**src/rtl/regfile_write_scheduler.sv**
```systemverilog
// Write-port scheduler for the 32 x 64-bit register file: post-reset zero sweep, then WB/debug arbitration.
// Optional macro WSCHED_CLEAR_EN enables the CLEAR sweep FSM; without it the block starts directly in RUN.
module regfile_write_scheduler #(
  parameter int DATA_W       = 64,
  parameter int ADDR_W       = 5,
  parameter int NREGS        = 32,
  parameter int STARVE_LIMIT = 4
) (
  input  logic              clk,
  input  logic              reset,
  input  logic              wb_valid,
  input  logic [ADDR_W-1:0] wb_rd,
  input  logic [DATA_W-1:0] wb_data,
  output logic              wb_ready,
  input  logic              dbg_req,
  input  logic [ADDR_W-1:0] dbg_rd,
  input  logic [DATA_W-1:0] dbg_data,
  output logic              dbg_gnt,
  output logic              rf_we,
  output logic [ADDR_W-1:0] rf_rd,
  output logic [DATA_W-1:0] rf_wdata,
  output logic              init_busy
);

  localparam int SW = 4;

  if (STARVE_LIMIT < 1 || STARVE_LIMIT > 15 || NREGS < 1 || NREGS > (1 << ADDR_W)) begin : g_bad_cfg
    $error("regfile_write_scheduler: illegal STARVE_LIMIT or NREGS");
  end

  logic              run;
  logic              clearing;
  logic              preempt;
  logic              wb_acc;
  logic [SW-1:0]     starve_q, starve_d;
  logic              rf_we_d;
  logic [ADDR_W-1:0] rf_rd_d;
  logic [DATA_W-1:0] rf_wdata_d;

`ifdef WSCHED_CLEAR_EN
  typedef enum logic {CLEAR, RUN} state_e;

  state_e            state_q, state_d;
  logic [ADDR_W-1:0] clr_q, clr_d;

  always_ff @(posedge clk or posedge reset) begin
    if (reset) begin
      state_q <= CLEAR;
      clr_q   <= '0;
    end else begin
      state_q <= state_d;
      clr_q   <= clr_d;
    end
  end

  always_comb begin
    state_d = state_q;
    clr_d   = clr_q;
    if (state_q == CLEAR) begin
      clr_d = clr_q + 1'b1;
      if (clr_q == ADDR_W'(NREGS - 1)) state_d = RUN;
    end
  end

  always_comb begin
    init_busy = (state_q == CLEAR);
    clearing  = (state_q == CLEAR);
    run       = (state_q == RUN);
  end
`else
  // No sweep: grants are live as soon as reset is released.
  always_comb begin
    init_busy = 1'b0;
    clearing  = 1'b0;
    run       = !reset;
  end
`endif

  always_comb begin
    preempt  = dbg_req && (starve_q == SW'(STARVE_LIMIT));
    dbg_gnt  = run && dbg_req && (!wb_valid || preempt);
    wb_ready = run && !preempt;
    wb_acc   = wb_valid && wb_ready;
  end

  // Grants are mutually exclusive, so at most one source feeds the write port per cycle.
  always_comb begin
    rf_we_d    = 1'b0;
    rf_rd_d    = rf_rd;
    rf_wdata_d = rf_wdata;
    if (clearing) begin
      rf_we_d    = 1'b1;
`ifdef WSCHED_CLEAR_EN
      rf_rd_d    = clr_q;
`endif
      rf_wdata_d = '0;
    end else if (dbg_gnt) begin
      rf_we_d    = (dbg_rd != '0);
      rf_rd_d    = dbg_rd;
      rf_wdata_d = dbg_data;
    end else if (wb_acc) begin
      rf_we_d    = (wb_rd != '0);
      rf_rd_d    = wb_rd;
      rf_wdata_d = wb_data;
    end
  end

  always_comb begin
    starve_d = '0;
    if (dbg_req && !dbg_gnt) begin
      starve_d = (starve_q == SW'(STARVE_LIMIT)) ? starve_q : starve_q + 1'b1;
    end
  end

  always_ff @(posedge clk or posedge reset) begin
    if (reset) begin
      starve_q <= '0;
      rf_we    <= 1'b0;
      rf_rd    <= '0;
      rf_wdata <= '0;
    end else begin
      starve_q <= starve_d;
      rf_we    <= rf_we_d;
      rf_rd    <= rf_rd_d;
      rf_wdata <= rf_wdata_d;
    end
  end

endmodule
```
**config.mk**
```make
export PLATFORM = sky130hd
export DESIGN_NAME = regfile_write_scheduler
export DESIGN_NICKNAME = d
export VERILOG_FILES = /design/src/rtl/regfile_write_scheduler.sv
export SDC_FILE = /design/constraint.sdc
export NUM_CORES = 1
export LEC_CHECK = 0
export BUFFER_PORTS_ARGS = -buffer_cell sky130_fd_sc_hd__clkbuf_2
export CORE_ASPECT_RATIO = 0.75
export CORE_UTILIZATION = 49
export CTS_CLUSTER_SIZE = 20
export DETAILED_ROUTE_END_ITERATION = 10
export MAX_ROUTING_LAYER = met4
export PLACE_DENSITY = 0.87
export SLEW_MARGIN = 10
export SYNTH_ARGS = -nofsm -noshare
export SYNTH_HDL_FRONTEND = slang
export SYNTH_SLANG_ARGS = --single-unit
```
**constraint.sdc**
```tcl
create_clock -name clk -period 8.4 [get_ports clk]
set_input_delay 0.84 -clock clk [delete_from_list [all_inputs] [get_ports clk]]
set_output_delay 0.84 -clock clk [all_outputs]
set_load 0.03 [all_outputs]
```
==> results of run 1 <==
==> sequential cells by signal, summed over array words and instances, names as in the netlist <==
name	cells
rf_wdata	64
rf_we	1
rf_rd	5
starve_q	4
==> layer usage <==
layer	track usage [%]	vias to the layer above
met3	4.653	27
met4	11.94	0
li1	-	1780
met1	34.69	1913
met5	-	-
met2	46.51	234
==> Yosys cell counts <==
cell and count:
nor2_1 2, o21bai_2 1, o211a_1 1, nor4b_1 1
o21ai_0 1, buf_4 1, a311oi_1 1, mux2_2 1
xor2_1 1, a2111oi_2 4, inv_1 73, nor3_1 3
a21oi_1 2, nand3b_1 2, conb_1 1, nand2b_1 1
buf_6 16, nand3_1 2, buf_2 4, o21a_1 1
and3b_1 1, ha_1 2, a21boi_0 1, nand2_1 1
dfrtp_1 74, nor4_1 1, a221o_1 69, a2111oi_0 65
clkbuf_1 26
==> worst max-delay path by stage <==
stage | from | to | slack [ns] | cells after the start
2_1_floorplan | reset | dbg_gnt | 4.34 | 5
3_3_place_gp | wb_valid | rf_we | 5.26 | 5
3_5_place_dp | wb_valid | rf_we | 5.20 | 5
4_1_cts | wb_valid | dbg_gnt | 5.32 | 4
5_1_grt | wb_valid | dbg_gnt | 5.15 | 4
6_report | wb_valid | dbg_gnt | 5.29 | 4
==> final cells by class <==
class                           instances  area [µm²]  area share, %
Inverter                               73       275.3          5.359
Multi-Input combinational cell        165        1519          29.57
Timing Repair Buffer                  219        1111          21.63
Clock buffer                           12       155.1          3.021
Sequential cell                        74        1852          36.05
Clock inverter                          4       97.59          1.900
Tap cell                              101       126.4          2.460
==> cells by family (layout without fill, tap and decap cells) <==
family	Yosys count	count (layout)	share of synthesized area [%]
AO/OA/AOI/OAI	146	146	35.02
buffers and inverters	120	308	14.70
flip-flops	74	74	46.98
AND/OR/NAND/NOR	14	14	2.064
adder cells (fa/ha/maj)	2	2	0.6348
other	1	1	0.09515
XOR/XNOR	1	1	0.2223
multiplexers	1	1	0.2857
==> worst register-to-register path, stage by stage (launching register included) <==
cell	delay [ns]
dfrtp_1	0.42
inv_1	0.11
ha_1	0.19
and3b_2	0.29
o211a_2	0.20
buf_4	0.61
mux2_2	0.44
==> power by group through the flow <==
stage	logic, mW	registers, mW	clock network [mW]
floorplan	0.0919	0.521	0
detailed placement	0.279	0.435	0
global placement	0.271	0.435	0
CTS	0.279	0.430	0.353
finish	0.278	0.431	0.344
global route	0.296	0.435	0.368
==> metrics by stage <==
stage / power [mW] / cell area, µm² / util [%]
2_1_floorplan: 0.6129 / 3941 / -
3_3_place_gp: 0.7062 / 4883 / 64.53
3_5_place_dp: 0.7141 / 4883 / 64.53
4_1_cts: 1.062 / 5136 / 67.87
5_1_grt: 1.099 / 5136 / 67.87
6_report: 1.053 / 5136 / 67.87
==> layout by cell type (no fill, tap or decap) <==
cell / instances
xor2_1: 1
o21a_1: 1
nand2_1: 1
nor3_1: 3
bufinv_16: 3
and3b_2: 1
clkbuf_1: 1
clkbuf_2: 213
o21bai_4: 1
nand2b_1: 1
clkinv_2: 1
mux2_2: 1
conb_1: 1
dfrtp_1: 74
nor4_1: 1
a221o_1: 69
a21oi_1: 2
a2111oi_2: 4
nor2_1: 2
nor4b_1: 1
clkbuf_8: 11
a2111oi_0: 65
nand3_1: 2
ha_1: 2
o21ai_0: 1
a311oi_1: 1
a21boi_0: 1
inv_2: 1
clkinvlp_4: 1
o211a_2: 1
inv_1: 71
nand3b_1: 2
buf_4: 6
==> results.tsv, run 1 <==
stage	metric	value	unit
setup_path	reg2reg setup slack	6.05	ns
setup_path	chain of cells forming the critical path	clkbuf_2 > inv_2 > o211a_2 > clkbuf_2	
clock_network	count of clock tree sinks	74	
grt	number of antenna violations at the first check in global routing	0	
layout	post-route insts no fill	648	
grt	aggregate global-route resource usage	28.12	%
timing	Final Skew	0.005774	ns
clock_network	total number of H-tree levels	3	
routing	number of design-rule violations left by the first detailed-router iteration	325	
setup_path	worst flop-to-flop path startpoint	starve_q[0]	
routing	routed wire length on met3	797	µm
timing	Fin Hold WS	0.5153	ns
worst_hold_path	Min-Delay Path Depth	1	
power	clock network power share	32.7	%
timing	worst setup slack after layout	5.290	ns
setup_path	startpoint kind of the worst setup timing path	input port	
layout	share of final-layout standard cells stronger than drive strength 1	44.61	%
synth	synthesized instance count	359	
power	switch share	32.29	%
clock_network	number of buffers inserted to repair setup after CTS	0	
routing	residual DRC count	0	
clock_network	total clock buffers created by CTS	9	
clock_network	Root Driver	clkbuf_8	
synth	Distinct cells, synth	29	
routing	detailed-route wire length per cell	17.60	µm
power	net switching power of the design	0.3401	mW
clock_network	number of buffers inserted by hold repair at cts	0	
layout	Fill cells	602	
routing	vias after detailed routing	3954	
routing	detail-routed via count per cell	6.102	
place	gpl congestion	0.8471	
timing	total of endpoints with negative setup slack in the final report	0	
setup_path	Crit-path slowest cell	inv_2	
timing	normalized max-slew margin	27.83	%
layout	net count reported at finish	686	
place	placed cell count	632	
setup_path	required time of the critical path	7.56	ns
worst_hold_path	Worst Hold Path EP	rf_wdata[31]	
synth	Synth Cell Area	3941	µm²
worst_hold_path	worst hold-check path type	flop to flop	
clock_network	Bufs on Longest Clock Path	2	
setup_path	critical register-to-register path endpoint	rf_we	
floorplan	Die Width	105.6	µm
outcome	outcome	finished, final reports clean	
timing	max-slew violation count	0	
floorplan	Placeable Area	7567	µm²
timing	final cycle utilization of the critical path	37.02	%
synth	Yosys Warn Count	0	
place	half-perimeter wire length after placement	7.464	mm
floorplan	effective utilization at floorplan	52.08	%
floorplan	Die Area	8410	µm²
routing	final wirelength	11.41	mm
setup_path	Critical Path Most Common Cell	clkbuf_2	
timing	slew of the pin with the lowest slew margin	1.081	ns
layout	Area growth syn-to-layout	30.32	%
timing	setup repair after global routing missed its margin	false	
setup_path	crit path max fanout	70	
setup_path	Crit path arrival time	2.27	ns
setup_path	Worst Path Buf+Inv	3	
synth	post-synth net total	503	
routing	routed metal-1 wire length	4.777	mm
place	input/output buffers	213	
floorplan	number of placement rows	27	
timing	Setup TNS Final	0	ns
floorplan	number of top-level design ports	215	
power	Comb pwr share	26.4	%
grt	maximum number of pins on one net before global-route repair	77	
power	Flop pwr share	40.9	%
routing	Detailed Routing Iterations Pass 1	5	
synth	#FFs+latches synth	74	
setup_path	kind of cell adding the most delay to the critical path	buffers and inverters	
clock_network	insertion delay to the later sink of the worst-skew pair	0.34	ns
clock_network	register clock-pin slew on the reported worst setup and hold paths	0.08	ns
layout	antenna diode count	0	
clock_network	TritonCTS clock tree	built	
routing	total met2 wirelength after detailed routing	5.589	mm
timing	Final Hold Fails	0	
floorplan	Die Y	79.67	µm
routing	Routed Antenna Nets	0	
place	worst setup slack before clock tree synthesis	5.205	ns
flow_run	number of max-cap violations	0	
setup_path	Crit path largest cell delay	0.79	ns
power	power per cell area	205.1	nW/µm²
grt	GR Overflow Total	0	
worst_hold_path	start point of the worst hold path	rf_wdata[31]	
synth	top cells by area in the synthesized netlist	dfrtp_1 47%, a221o_1 18%, a2111oi_0 14%	
setup_path	Worst Setup Path Type	input port to primary output	
synth	biggest area consumer among synthesized cells	dfrtp_1	
power	worst vdd ir	0.1121	mV
synth	sequential-to-total area share from yosys stat	46.98	%
grt	global-route wire length before repair	18.16	mm
timing	maximum operating frequency	321.5	MHz
setup_path	type of element capturing the critical path	primary output	
routing	highest metal layer used by the detailed router	met4	
clock_network	cts repair resizes	0	
power	internal power of the cells	0.7132	mW
power	leakage component of the power	2.676	nW
timing	time the final worst path needs with I/O delays and setup	3.110	ns
synth	fraction of synthesized cell area taken by the top area cell type	46.98	%
setup_path	worst reg-to-reg path cell count	6	
synth	syn_area_per_cell	10.98	µm²
grt	via count of the first global-routing pass	3756	
Note: power is estimated with default switching activity, not from simulation.
==> run 2, diff against run 1 <==
--- a/config.mk
+++ b/config.mk
@@ -7,11 +7,11 @@
 export LEC_CHECK = 0
 export BUFFER_PORTS_ARGS = -buffer_cell sky130_fd_sc_hd__clkbuf_2
 export CORE_ASPECT_RATIO = 0.75
-export CORE_UTILIZATION = 49
+export CORE_UTILIZATION = 45
 export CTS_CLUSTER_SIZE = 20
 export DETAILED_ROUTE_END_ITERATION = 10
 export MAX_ROUTING_LAYER = met4
-export PLACE_DENSITY = 0.87
+export PLACE_DENSITY = 0.81
 export SLEW_MARGIN = 10
 export SYNTH_ARGS = -nofsm -noshare
 export SYNTH_HDL_FRONTEND = slang
==> constraint.sdc (replaced) <==
create_clock -name clk -period 3.02 [get_ports clk]
set_input_delay 0.302 -clock clk [delete_from_list [all_inputs] [get_ports clk]]
set_output_delay 0.302 -clock clk [all_outputs]
set_load 0.03 [all_outputs]
==> results.tsv, run 2 (synthesis results as in run 1) <==
stage	metric	value	unit	change
power	leakage component of the power	2.743	nW	+2.5%
place	input/output buffers	213		unchanged
grt	number of antenna violations at the first check in global routing	0		unchanged
grt	via count of the first global-routing pass	3669		-2.3%
timing	Fin Hold WS	0.2115	ns	-0.3038 ns
timing	total of endpoints with negative setup slack in the final report	0		unchanged
setup_path	startpoint kind of the worst setup timing path	flop		
grt	aggregate global-route resource usage	25.80	%	-2.3 points
grt	GR Overflow Total	0		unchanged
clock_network	total number of H-tree levels	3		unchanged
clock_network	total clock buffers created by CTS	9		unchanged
layout	largest registers	rf_wdata x64, rf_rd x5, starve_q x4		
layout	Fill cells	713		+18%
timing	slew of the pin with the lowest slew margin	0.9721	ns	-0.1089 ns
grt	global-route wire length before repair	18.00	mm	-0.91%
routing	vias after detailed routing	3813		-3.6%
place	half-perimeter wire length after placement	7.611	mm	+2.0%
layout	net count reported at finish	690		+0.58%
layout	register containing the most flip-flops in the final layout	rf_wdata		
floorplan	Placeable Area	8491	µm²	+12%
routing	number of design-rule violations left by the first detailed-router iteration	359		+10%
clock_network	register clock-pin slew on the reported worst setup and hold paths	0.06	ns	-0.02 ns
floorplan	Die Width	110.1	µm	+4.3%
routing	Detailed Routing Iterations Pass 1	4		-1
worst_hold_path	worst hold-check path type	input port to flop		
grt	maximum number of pins on one net before global-route repair	76		-1.3%
setup_path	Worst Path Buf+Inv	3		unchanged
floorplan	number of placement rows	29		+7.4%
setup_path	type of element capturing the critical path	primary output		
routing	Routed Antenna Nets	0		unchanged
layout	final core utilization	62.17	%	-5.7 points
timing	max-slew violation count	0		unchanged
setup_path	Worst Setup Path Type	flop to primary output		
setup_path	chain of cells forming the critical path	inv_1 > ha_1 > and3b_2 > buf_4 > a21oi_1 > clkbuf_2		
floorplan	Die Y	83.05	µm	+4.2%
routing	residual DRC count	0		unchanged
power	worst vdd ir	0.4200	mV	+270%
place	gpl congestion	0.7775		-8.2%
layout	share of final-layout standard cells stronger than drive strength 1	44.83	%	+0.22 points
layout	most common cell after layout, fill and taps aside	clkbuf_2		
layout	most used cells in the layout excluding fill and tap cells	213 x clkbuf_2, 74 x dfrtp_1, 71 x inv_1		
setup_path	Crit path largest cell delay	0.56	ns	-0.23 ns
clock_network	number of buffers inserted to repair setup after CTS	0		unchanged
floorplan	number of top-level design ports	215		unchanged
timing	time the final worst path needs with I/O delays and setup	2.424	ns	
routing	final wirelength	11.45	mm	+0.36%
setup_path	kind of cell adding the most delay to the critical path	buffers and inverters		
timing	final cycle utilization of the critical path	80.25	%	
power	power per cell area	606.2	nW/µm²	+200%
setup_path	crit path max fanout	73		+4.3%
setup_path	Crit path arrival time	2.12	ns	-0.15 ns
routing	detail-routed via count per cell	5.786		-5.2%
setup_path	Crit-path slowest cell	buf_4		
timing	Final Hold Fails	0		unchanged
clock_network	cts repair resizes	0		unchanged
routing	detailed-route wire length per cell	17.37	µm	-1.3%
flow_run	number of max-cap violations	0		unchanged
layout	number of flip-flops in the largest register	64		unchanged
timing	setup repair after global routing missed its margin	false		
floorplan	Die Area	9141	µm²	+8.7%
clock_network	TritonCTS clock tree	built		
timing	Setup TNS Final	0	ns	unchanged
layout	antenna diode count	0		unchanged
layout	Area growth syn-to-layout	33.94	%	
outcome	outcome	finished, final reports clean		
setup_path	required time of the critical path	2.72	ns	-4.84 ns
clock_network	Bufs on Longest Clock Path	2		unchanged
clock_network	number of buffers inserted by hold repair at cts	0		unchanged
timing	normalized max-slew margin	35.20	%	+7.4 points
clock_network	Root Driver	clkbuf_16		
timing	maximum operating frequency	412.6	MHz	
floorplan	effective utilization at floorplan	46.42	%	-5.7 points
clock_network	count of clock tree sinks	74		unchanged
timing	Final Skew	0.009227	ns	+0.003454 ns
clock_network	insertion delay to the later sink of the worst-skew pair	0.32	ns	-0.02 ns
run 2: cell types whose count changed in the layout (fill, tap and decap cells not counted):
cell,change
clkbuf_16,+9
clkinv_4,+1
buf_4,+3
clkinv_2,-1
buf_12,+1
inv_2,+1
clkbuf_1,+1
clkbuf_8,-10
clkinvlp_4,-1
run 2: area by class of cell:
cell class | count | area (µm²) | area share [%]
inverter | 73 | 274.0 | 5.191
timing repair buffer | 223 | 1154 | 21.85
clock inverter | 4 | 98.84 | 1.872
clock buffer | 12 | 246.5 | 4.669
tap | 108 | 135.1 | 2.560
multi-input combinational | 165 | 1519 | 28.77
sequential | 74 | 1852 | 35.08
run 2: report_power, final:
part | internal [mW] | total (mW) | switching, mW
Combinational | 0.277 | 0.778 | 0.501
Clock | 0.832 | 1.22 | 0.392
Sequential | 1.12 | 1.20 | 0.0794
run 2: per-stage QoR:
stage / power [mW] / area [µm²] / std cells / setup slack, ns
floorplan: 1.705 / 3941 / 359 / 0.03284
global placement: 1.976 / 4933 / 643 / 0.9084
detailed placement: 1.990 / 4933 / 643 / 0.8625
CTS: 3.230 / 5279 / 659 / 0.5937
global route: 3.340 / 5279 / 659 / 0.4618
finish: 3.200 / 5279 / 659 / 0.5965
run 2: metal layers:
metal | wire [µm] | GRT usage, %
met3 | 678 | 4.788
met4 | 127 | 7.030
met1 | 5123 | 34.14
met2 | 5519 | 40.57
met5 | 0 | -
run 2: path summary, 6_finish.rpt:
kind	from	to	slack [ns]	cells past startpoint
max	starve_q[0]	wb_ready	0.60	6
min in group asynchronous	reset	starve_q[1]	0.73	3
min	dbg_data[48]	rf_wdata[48]	0.21	2
max reg2reg	starve_q[0]	rf_wdata[33]	0.87	6
min reg2reg	rf_wdata[48]	rf_wdata[48]	0.51	1
max in group asynchronous	reset	rf_wdata[63]	1.67	3
run 2: worst register-to-register path: stages (launching register included):
cell and delay (ns):
dfrtp_1 0.41, inv_1 0.09, ha_1 0.18, and3b_2 0.20, buf_4 0.56, a2111oi_0 0.28
a221o_1 0.31
==> run 3, diff against run 2 <==
==> constraint.sdc (replaced) <==
create_clock -name clk -period 2.5 [get_ports clk]
set_input_delay 0.25 -clock clk [delete_from_list [all_inputs] [get_ports clk]]
set_output_delay 0.25 -clock clk [all_outputs]
set_load 0.03 [all_outputs]
==> results.tsv, run 3 (synthesis results as in run 1) <==
stage	metric	value	unit	change
setup_path	startpoint kind of the worst setup timing path	flop		
timing	normalized max-slew margin	61.51	%	+26 points
routing	Detailed Routing Iterations Pass 1	4		unchanged
timing	Final Hold Fails	0		unchanged
setup_path	Crit path largest cell delay	0.41	ns	-0.15 ns
worst_hold_path	worst hold-check path type	input port to flop		
place	gpl congestion	0.8148		+4.8%
clock_network	Bufs on Longest Clock Path	2		unchanged
outcome	outcome	finished, final reports clean		
layout	post-route insts no fill	659		unchanged
floorplan	Placeable Area	8491	µm²	unchanged
clock_network	number of buffers inserted to repair setup after CTS	0		unchanged
grt	via count of the first global-routing pass	3922		+6.9%
setup_path	required time of the critical path	2.25	ns	-0.47 ns
layout	Fill cells	695		-2.5%
place	half-perimeter wire length after placement	8.269	mm	+8.7%
timing	final cycle utilization of the critical path	86.68	%	
timing	setup repair after global routing missed its margin	false		
setup_path	Crit-path slowest cell	dfrtp_1		
grt	global-route wire length before repair	19.17	mm	+6.5%
floorplan	Die Area	9141	µm²	unchanged
clock_network	Root Driver	clkbuf_16		
routing	final wirelength	12.22	mm	+6.7%
routing	detail-routed via count per cell	6.035		+4.3%
layout	largest registers	rf_wdata x64, rf_rd x5, starve_q x4		
layout	most common cell after layout, fill and taps aside	clkbuf_2		
setup_path	worst flop-to-flop path startpoint	starve_q[0]		
layout	antenna diode count	0		unchanged
place	worst setup slack before clock tree synthesis	0.5119	ns	-0.3506 ns
clock_network	total clock buffers created by CTS	9		unchanged
timing	maximum operating frequency	461.5	MHz	
clock_network	TritonCTS clock tree	built		
setup_path	chain of cells forming the critical path	inv_1 > ha_1 > and3b_2 > o211a_2 > buf_12 > clkbuf_2		
clock_network	register clock-pin slew on the reported worst setup and hold paths	0.06	ns	about the same
layout	register containing the most flip-flops in the final layout	rf_wdata		
routing	residual DRC count	0		unchanged
place	input/output buffers	213		unchanged
power	worst vdd ir	0.4231	mV	+0.74%
timing	worst setup slack after layout	0.3330	ns	-0.2634 ns
floorplan	number of placement rows	29		unchanged
grt	GR Overflow Total	0		unchanged
floorplan	Die Y	83.05	µm	unchanged
worst_hold_path	Worst Hold Path EP	rf_wdata[29]		
routing	number of design-rule violations left by the first detailed-router iteration	285		-21%
setup_path	reg2reg setup slack	0.51	ns	-0.36 ns
routing	detailed-route wire length per cell	18.54	µm	+6.7%
setup_path	Crit path arrival time	1.92	ns	-0.20 ns
timing	slew of the pin with the lowest slew margin	0.5758	ns	-0.3963 ns
layout	share of final-layout standard cells stronger than drive strength 1	45.19	%	+0.36 points
worst_hold_path	start point of the worst hold path	dbg_data[29]		
flow_run	number of max-cap violations	0		unchanged
timing	Final Skew	0.006466	ns	-0.002761 ns
routing	Routed Antenna Nets	0		unchanged
routing	vias after detailed routing	3977		+4.3%
power	power per cell area	728.2	nW/µm²	+20%
layout	most used cells in the layout excluding fill and tap cells	213 x clkbuf_2, 74 x dfrtp_1, 71 x inv_1		
timing	total of endpoints with negative setup slack in the final report	0		unchanged
layout	number of flip-flops in the largest register	64		unchanged
floorplan	number of top-level design ports	215		unchanged
setup_path	crit path max fanout	34		-53%
grt	aggregate global-route resource usage	27.58	%	+1.8 points
grt	number of antenna violations at the first check in global routing	0		unchanged
power	total power consumption of the routed design	3.855	mW	+20%
setup_path	worst reg-to-reg path cell count	6		unchanged
setup_path	Worst Setup Path Type	flop to primary output		
floorplan	Die Width	110.1	µm	unchanged
grt	maximum number of pins on one net before global-route repair	52		-32%
clock_network	count of clock tree sinks	74		unchanged
clock_network	total number of H-tree levels	3		unchanged
setup_path	critical register-to-register path endpoint	rf_wdata[21]		
timing	max-slew violation count	0		unchanged
floorplan	effective utilization at floorplan	46.42	%	unchanged
layout	net count reported at finish	692		+0.29%
clock_network	cts repair resizes	0		unchanged
timing	time the final worst path needs with I/O delays and setup	2.167	ns	
clock_network	insertion delay to the later sink of the worst-skew pair	0.33	ns	about the same
worst_hold_path	Min-Delay Path Depth	2		unchanged
layout	Area growth syn-to-layout	34.32	%	
power	leakage component of the power	2.747	nW	+0.14%
setup_path	type of element capturing the critical path	primary output		
place	placed cell count	645		+0.31%
clock_network	number of buffers inserted by hold repair at cts	0		unchanged
==> run 3: changes by cell type in the layout (fill, tap and decap cells not counted), sizes merged <==
cell and change:
clkinvlp +1, clkbuf -3, buf +2
==> run 3: how the worst max path moves through the flow <==
stage                     start            to  cells past startpoint
floorplan                 reset   rf_wdata[0]                      6
global placement    starve_q[0]  rf_wdata[23]                      6
detailed placement  starve_q[0]  rf_wdata[21]                      6
CTS                 starve_q[0]       dbg_gnt                      6
global route        starve_q[0]       dbg_gnt                      6
finish              starve_q[0]       dbg_gnt                      6
==> run 3: stage by stage <==
step,hold slack [ns],TNS [ns],instance area [µm²],utilization [%]
floorplan,0.3970,-0.4212,3959,-
global placement,0.4835,0,4965,58.47
detailed placement,0.4924,0,4965,58.47
CTS,0.1401,0,5294,62.35
global route,0.1381,0,5294,62.35
finish,0.1551,0,5294,62.35
==> run 3: critical path, delay by kind of cell, from the launching register on <==
family,cells,cell delay (ns)
AND/OR/NAND/NOR,1,0.21
buffers and inverters,3,0.54
flip-flops,1,0.41
AO/OA/AOI/OAI,1,0.24
adder cells (fa/ha/maj),1,0.18
==> run 3: area by class of cell <==
| type | count | area, µm² | area share, % |
|---|---|---|---|
| inverter | 73 | 277.8 | 5.247 |
| multi-input combinational | 165 | 1519 | 28.69 |
| timing repair buffer | 225 | 1181 | 22.31 |
| clock buffer | 9 | 225.2 | 4.254 |
| tap | 108 | 135.1 | 2.553 |
| clock inverter | 5 | 103.9 | 1.962 |
| sequential | 74 | 1852 | 34.98 |
==> run 3: power by group <==
group          internal, mW  switching, mW
clock network         0.965          0.488
registers              1.35          0.101
logic                 0.337          0.613
==> run 3: per-layer routing <==
| metal | vias to the layer above | routed length (µm) | GRT usage, % |
|---|---|---|---|
| li1 | 1790 | - | - |
| met1 | 1985 | 5187 | 33.79 |
| met5 | - | 0 | - |
| met4 | 0 | 143 | 7.879 |
| met2 | 187 | 6001 | 45.00 |
| met3 | 15 | 889 | 6.672 |
